===== src/rtl/snake_board_scanner.sv =====
// snake_board_scanner
// Snapshots the snake core's board state (food, length, segment locations) on
// request and streams all 256 board cells in address order over a valid/ready
// handshake, classifying each cell as empty, body, head or food.
// Optional feature: define SNAKE_SCANNER_COLLIDE_EN to build the head/body
// collision detector; otherwise Collision is tied low.

module snake_board_scanner (
    input  logic         Clk,
    input  logic         Reset_N,
    input  logic         Start,
    input  logic [7:0]   Food,
    input  logic [3:0]   Length,
    input  logic [127:0] Locations_Flat,
    output logic [7:0]   Cell_Addr,
    output logic [1:0]   Cell_Type,
    output logic         Cell_Valid,
    input  logic         Cell_Ready,
    output logic         Busy,
    output logic         Frame_Done,
    output logic         Collision
);

    typedef enum logic [1:0] {
        IDLE  = 2'd0,
        LATCH = 2'd1,
        SCAN  = 2'd2,
        DONE  = 2'd3
    } state_t;

    localparam logic [1:0] TYPE_EMPTY = 2'b00;
    localparam logic [1:0] TYPE_BODY  = 2'b01;
    localparam logic [1:0] TYPE_HEAD  = 2'b10;
    localparam logic [1:0] TYPE_FOOD  = 2'b11;

    state_t      state_q;
    logic [7:0]  food_q;
    logic [3:0]  length_q;
    logic [7:0]  seg_q [16];
    logic [7:0]  cell_addr_q;
    logic [1:0]  cell_type_q;
    logic        cell_valid_q;
    logic        busy_q;
    logic        frame_done_q;

    logic        handshake_d;
    logic        last_cell_d;
    logic        load_cell_d;
    logic [7:0]  next_addr_d;
    logic        head_hit_d;
    logic        body_hit_d;
    logic [1:0]  next_type_d;

    // Decide whether a new cell is presented at the coming edge and which
    // address it will be: cell 0 out of LATCH, otherwise the successor of the
    // cell just handshaken (address 255 ends the frame instead of wrapping).
    always_comb begin
        handshake_d = cell_valid_q & Cell_Ready;
        last_cell_d = (cell_addr_q == 8'd255);
        load_cell_d = 1'b0;
        next_addr_d = 8'd0;
        if (state_q == LATCH) begin
            load_cell_d = 1'b1;
            next_addr_d = 8'd0;
        end else if (state_q == SCAN && handshake_d && !last_cell_d) begin
            load_cell_d = 1'b1;
            next_addr_d = cell_addr_q + 8'd1;
        end
    end

    // Compare the upcoming address against the snapshot only; segments past
    // the snapshot length are skipped so their reset zeros never mark cell 0.
    always_comb begin
        head_hit_d = (next_addr_d == seg_q[0]);
        body_hit_d = 1'b0;
        for (int k = 1; k < 16; k++) begin
            if ((4'(k) <= length_q) && (next_addr_d == seg_q[k])) begin
                body_hit_d = 1'b1;
            end
        end
    end

    // Priority classification: head beats body beats food.
    always_comb begin
        next_type_d = TYPE_EMPTY;
        if (head_hit_d) begin
            next_type_d = TYPE_HEAD;
        end else if (body_hit_d) begin
            next_type_d = TYPE_BODY;
        end else if (next_addr_d == food_q) begin
            next_type_d = TYPE_FOOD;
        end
    end

    // Frame sequencer with snapshot capture and registered stream outputs.
    always_ff @(posedge Clk or negedge Reset_N) begin
        if (!Reset_N) begin
            state_q      <= IDLE;
            food_q       <= 8'd0;
            length_q     <= 4'd0;
            for (int k = 0; k < 16; k++) begin
                seg_q[k] <= 8'd0;
            end
            cell_addr_q  <= 8'd0;
            cell_type_q  <= TYPE_EMPTY;
            cell_valid_q <= 1'b0;
            busy_q       <= 1'b0;
            frame_done_q <= 1'b0;
        end else begin
            case (state_q)
                IDLE: begin
                    if (Start) begin
                        food_q   <= Food;
                        length_q <= Length;
                        for (int k = 0; k < 16; k++) begin
                            seg_q[k] <= Locations_Flat[127 - 8*k -: 8];
                        end
                        busy_q   <= 1'b1;
                        state_q  <= LATCH;
                    end
                end
                LATCH: begin
                    cell_addr_q  <= next_addr_d;
                    cell_type_q  <= next_type_d;
                    cell_valid_q <= 1'b1;
                    state_q      <= SCAN;
                end
                SCAN: begin
                    if (handshake_d) begin
                        if (last_cell_d) begin
                            cell_valid_q <= 1'b0;
                            frame_done_q <= 1'b1;
                            state_q      <= DONE;
                        end else begin
                            cell_addr_q <= next_addr_d;
                            cell_type_q <= next_type_d;
                        end
                    end
                end
                DONE: begin
                    frame_done_q <= 1'b0;
                    busy_q       <= 1'b0;
                    state_q      <= IDLE;
                end
                default: begin
                    state_q <= IDLE;
                end
            endcase
        end
    end

`ifdef SNAKE_SCANNER_COLLIDE_EN
    logic collision_q;

    // Sticky head-on-body flag; cleared as the frame enters LATCH so it reads
    // low during LATCH and holds its final value after Frame_Done.
    always_ff @(posedge Clk or negedge Reset_N) begin
        if (!Reset_N) begin
            collision_q <= 1'b0;
        end else if (state_q == IDLE && Start) begin
            collision_q <= 1'b0;
        end else if (load_cell_d && head_hit_d && body_hit_d) begin
            collision_q <= 1'b1;
        end
    end

    assign Collision = collision_q;
`else
    assign Collision = 1'b0;
`endif

    assign Cell_Addr  = cell_addr_q;
    assign Cell_Type  = cell_type_q;
    assign Cell_Valid = cell_valid_q;
    assign Busy       = busy_q;
    assign Frame_Done = frame_done_q;

endmodule


===== config.mk =====
export PLATFORM = sky130hd
export DESIGN_NAME = snake_board_scanner
export DESIGN_NICKNAME = d
export VERILOG_FILES = /design/src/rtl/snake_board_scanner.sv
export SDC_FILE = /design/constraint.sdc
export NUM_CORES = 1
export LEC_CHECK = 0
export CORE_ASPECT_RATIO = 1.4
export CORE_MARGIN = 2
export CORE_UTILIZATION = 52
export DETAILED_ROUTE_END_ITERATION = 12
export GPL_TIMING_DRIVEN = 0
export PLACE_DENSITY = 0.77
export SLEW_MARGIN = 5
export SYNTH_ARGS = -nofsm -noshare
export SYNTH_HDL_FRONTEND = slang
export SYNTH_SLANG_ARGS = --single-unit

===== constraint.sdc =====
create_clock -name Clk -period 3.6 [get_ports Clk]
set_input_delay 0.72 -clock Clk [delete_from_list [all_inputs] [get_ports Clk]]
set_output_delay 0.72 -clock Clk [all_outputs]
set_load 0.02 [all_outputs]

# Word level (Yosys, flattened, before mapping)
# Index checks and enable logic that the tools add are counted.
[word_totals] input_bits=144 regBits=155 word_cells=132
[op_classes] order_cmp=15 bitwise_logic=1 muxes=38 addsub=1 n_eq_ne=25 n_reduce_logical=28
[op_table] operator="$eq 8x8->1" n=17
[op_table] operator="$le 4x4->1 const A" n=8
[op_table] operator="$mux 8" n=4
[op_table] operator="$mux 1" n=20
[op_table] operator="$logic_and 1x1->1" n=17
[op_table] operator="$le 3x4->1 const A" n=4
[op_table] operator="$mux 2" n=8
[op_table] operator="$pmux 8 s2" n=1
[op_table] operator="$reduce_and 3->1" n=4
[op_table] operator="$add 8x1->8 const B" n=1
[op_table] operator="$eq 8x8->1 const B" n=1
[op_table] operator="$le 2x4->1 const A" n=2
[op_table] operator="$ne 2x2->1 const B" n=4
[op_table] operator="$pmux 2 s4" n=1
[op_table] operator="$pmux 1 s2" n=3
[op_table] operator="$reduce_bool 2->1" n=3
[op_table] operator="$eq 2x2->1 const B" n=2
[op_table] operator="$le 1x4->1 const A" n=1
[op_table] operator="$pmux 2 s2" n=1
[op_table] operator="$reduce_and 2->1" n=2
[op_table] operator="$eq 2x1->1 const B" n=1
[op_table] operator="$logic_not 2->1" n=1
[op_table] operator="$and 1x1->1" n=1
[op_table] operator="$logic_not 1->1" n=1

# Longest topological paths before layout
[depth] ltp_word=27 mapped_depth=15

# Worst setup path before layout
# No wires, ideal clock.
[synth_timing] path_kind="reg-to-reg" start="reg state_q[0]" end="reg cell_type_q[0] (netlist: Cell_Type[0])" t_arrival_ps=2911 period_less_slack_ps=3029 stages_incl_launch_ff=14 setup_slack_ps=571 required_time_ps=3482 setup_time_ps=118 path_buffers=3 path_cell_list="dfrtp_1 > inv_1 > ha_1 > buf_2 > nand4b_2 > or4_4 > and2_1 > buf_6 > buf_6 > o2111a_1 > a211oi_2 > nand4_1 > or4_1 > a21o_1"
[synth_between] elab_chain_len=27 elab_cells_between_ends=63
[synth_rtl] item="start, declared" line_no="36" source="state_t state_q;"
[synth_rtl] item="start signal, assigned" line_no="98" source="state_q <= IDLE;"
[synth_rtl] item="start signal, assigned" line_no="119" source="state_q <= LATCH;"
[synth_rtl] item="start signal, assigned" line_no="126" source="state_q <= SCAN;"
[synth_rtl] item="$eq 2x2->1" line_no="65, 110"
[synth_rtl] item="$logic_and 1x1->1 (2 in a row)" line_no="65" source="end else if (state_q == SCAN && handshake_d && !last_cell_d) begin"
[synth_rtl] item="$mux 8" line_no="65"
[synth_rtl] item="$mux 8" line_no="62" source="if (state_q == LATCH) begin"
[synth_rtl] item="$eq 8x8->1" line_no="77" source="if ((4'(k) <= length_q) && (next_addr_d == seg_q[k])) begin"
[synth_rtl] item="$logic_and 1x1->1" line_no="77"
[synth_rtl] item="$mux 1 (15 in a row)" line_no="77"
[synth_rtl] item="$mux 2" line_no="88" source="end else if (body_hit_d) begin"
[synth_rtl] item="$mux 2" line_no="86" source="if (head_hit_d) begin"
[synth_rtl] item="$mux 2" line_no="130" source="if (last_cell_d) begin"
[synth_rtl] item="$mux 2" line_no="129" source="if (handshake_d) begin"
[synth_rtl] item="$pmux 2 s2" line_no="110" source="case (state_q)"
[synth_rtl] item="end signal, assigned" line_no="124" source="cell_type_q <= next_type_d;"
[synth_rtl] item="end signal, assigned" line_no="136" source="cell_type_q <= next_type_d;"
[synth_rtl] item="end, declared" line_no="41" source="logic [1:0] cell_type_q;"
# Parallel ways exist; a longest one is shown, timed or not. The select of a mux whose other input is x is not followed.
# A chain may end at the register's enable or synchronous reset.

# Final worst setup path
# Ends and elaborated chain as after synthesis.

==> metrics.md <==
| Metric | Value |
|---|---|
| Initial antenna violation count | 0 |
| M1 wire length | 8.72 mm |
| Dpl ws | -600 ps |
| Metal3 WL | 1.40 mm |
| Placed Area | roughly 0.0099 mm2 |
| Inst Count DP | just over 1000 |
| Status | complete, no violations |
| HP Class | in -> async |
| Fin area | ~0.011 mm2 |
| Synth async-reset ratio | 100% |
| HPWL after DPL | approximately 17 mm |
| Routability cong. | 0.967 |
| Hold Fails Final Rpt | 0 |
| Worst EP required | a little under 4000 ps |
| Max-slew violations | 0 |
| CTS Buffer Depth | 2 |
| Residual DRC | 0 |
| Synth warn | 0 |
| Largest net degree at the start of global routing | about 80 |
| Antenna Nets Post-Route | 0 |
| TritonCTS Buffers | 17 |
| Main flop type after synthesis | dfrtp_1 |
| DRT Wirelength | 23.4 mm |
| Die X | ~110 um |
| Fmax | between 200 and 300 MHz |
| DR pass1 iterations | 5 |
| Clock Latency Late Sink | 430 ps |
| Multi-input gate area | approximately 0.0040 mm2 |
| GRT Total Usage | slightly below 30% |
| Clock skew | 6.43 ps |
| Sequential cell area | between 0.003 and 0.004 mm2 |
| Element type at the critical path end | register |
| Fin Hold WS | around 320 ps |
| PwrDens | 758 mW/mm2 |
| IO Port Bufs | ~160 |
| Area grow syn2layout | 31.2% |
| Final period utilization | a little over nine tenths |
| Actual slew at the worst max-slew pin | 918 ps |
| Post-synth top area share | slightly below 50% |
| Slew headroom | between 30% and 40% |
| CORE AREA | between 0.015 and 0.02 mm2 |
| Final std cells w/o fill | between 1000 and 1500 |
| Leakage | about 4.3 nW |
| Commonest non-fill, non-tap cell in the layout | dfrtp_1 |
| Die H | approximately 150 um |
| Cell taking the most area after synthesis | dfrtp_1 |
| Peak VDD IR | about 0.42 mV |
| Post-synthesis register bit count | 155 |
| Startpoint Class | register |
| Clock Sinks | between 150 and 200 |
| Fin worst setup slack | approximately 120 ps |
| Max Used Layer | met4 |
| Netlist cell types | 56 |
| Sequential area share after synthesis | between 40 and 50% |
| Total power | 7.98 mW |
| Htree depth | 4 |
| Ratio of cells with drive above 1 in the final layout | around 24% |
| Met2 WL | about 12 mm |
| Final core utilization | between 60 and 70% |
| Starting Density | 53.3% |
| Layout filler cell count | ~1100 |
| Total negative slack | 0 ps |
| Hold_buf cts | 0 |
| Cells after Synth | 674 |
| Routed wire per std cell | 22.2 um |
| CTS tree | built |
| Cell Area, Synth | 0.00802 mm2 |
| Critical Path Fanout Max | 10 |
| Top cells by area, synth | dfrtp_1 (48%), mux2_2 (20%), xnor2_1 (8.1%) |
| Global-route wire length before repair | ~35 mm |
| Nets@finish | 1000 |
| IO Pins | 158 |
| Post-synth EDFFs | 0 |
| Vias | between 6000 and 7000 |
| DRT iter0 DRCs | roughly 400 |
| CP arrival | 3800 ps |
| Grt ovf | 0 |
| Syn_nets | around 820 |
| Tmin final | ~3500 ps |
| Die ar. | about 0.016 mm2 |
| Avg Cell Area, Syn | around 12 um2 |
| Post-DR vias/cell | slightly below 6 |
| Rows | between 50 and 60 |
| Root Buffer | clkbuf_16 |
| Setup CP Type | reg -> reg |
| Max_cap viols | 0 |
| Reg clk slew, reported paths | ~60 ps |
| Diode count | 0 |
| Commonest cells after routing, fill and taps aside | dfrtp_1 (155), clkdlybuf4s50_1 (154), mux2_2 (140) |
| Via count of the first global-routing pass | ~6500 |
| Setup violators final | 0 |
==> cell usage after synthesis, types with 2 or more instances <==
library cell and instances:
mux2_2 140, nor4_1 15, a21oi_1 20, or4_1 2
o31ai_1 5, buf_1 5, nor2_1 19, nor2b_1 2
nand4_1 8, and3_1 4, a31oi_1 3, xor2_1 38
o22ai_1 2, nand3_1 13, o2111a_1 3, a21o_1 6
o2111ai_1 9, nor3_1 14, buf_6 2, dfrtp_1 155
buf_2 11, nand2_1 21, xnor2_1 74, o211ai_1 6
nor3b_1 3, a211oi_1 2, a2111oi_0 3, inv_1 4
clkbuf_1 22, ha_1 6, or2_2 2, buf_4 4
or3_1 7, o21ai_0 19, nand4b_1 4
==> cell type report <==
cell class                 instances  area share (%)
buffer                            44            2.23
clock buffer                      21            4.37
clock inverter                    10            1.11
inverter                           4           0.143
multi-input combinational        471            37.9
sequential                       155            36.8
tap                              192            2.28
timing repair buffer             157            15.1
==> path summary, 6_finish.rpt <==
check,cells past startpoint,end,slack [ps],startpoint
max,13,Cell_Type[0],120,state_q[0]
min,1,seg_q[120],320,Reset_N
max reg2reg,13,Cell_Type[0],120,state_q[0]
min reg2reg,2,Busy,520,Busy
max in group asynchronous,2,seg_q[57],2420,Reset_N
min in group Clk,2,Busy,520,Busy
==> state kept, by name, summed over array words and instances (netlist names) <==
register	flops
Frame_Done	1
Cell_Valid	1
Cell_Type	2
Cell_Addr	8
seg_q	128
food_q	8
length_q	4
Busy	1
state_q	2
==> timing repair <==
item / 4_1_cts / 5_1_grt
endpoints found under the setup margin: 2 / 2
setup buffers: 0 / 0
gates resized for setup: 8 / 19
==> where the power goes <==
part	total, mW	internal, mW	switching (mW)
clock network	1.77	1.05	0.713
registers	3.28	2.60	0.679
logic	2.93	1.66	1.27
==> routing by layer <==
metal  track usage, %  vias to the layer above
li1                 -                     2774
met1             35.3                     3093
met2             51.2                      282
met3             5.38                       68
met4             15.0                        0
met5                0                        -
==> worst max-delay path: stages, from the launching register on <==
cell      delay, ps
dfrtp_1         420
inv_1           120
ha_1            150
clkbuf_4        190
nand4b_4        190
or4_4           490
and2_1          200
buf_6           150
buf_6           170
o2111a_1        250
a211oi_2        240
nand4_1         140
or4_4           460
a21o_1          190
==> logic make-up (layout without fill, tap and decap cells) <==
kind of cell / count (synthesis) / in the layout / synth area share, %
AOI/OAI and AO/OA: 86 / 86 / 7.22
and+or+nand+nor: 125 / 125 / 8.67
buffers and inverters: 48 / 236 / 2.79
adders and majority gates: 6 / 6 / 0.936
other: 1 / 1 / 0.0467
DFF: 155 / 155 / 48.3
xor gates and xnor gates: 112 / 112 / 12.2
muxes: 141 / 141 / 19.8
(Power assumes the default switching activity.)
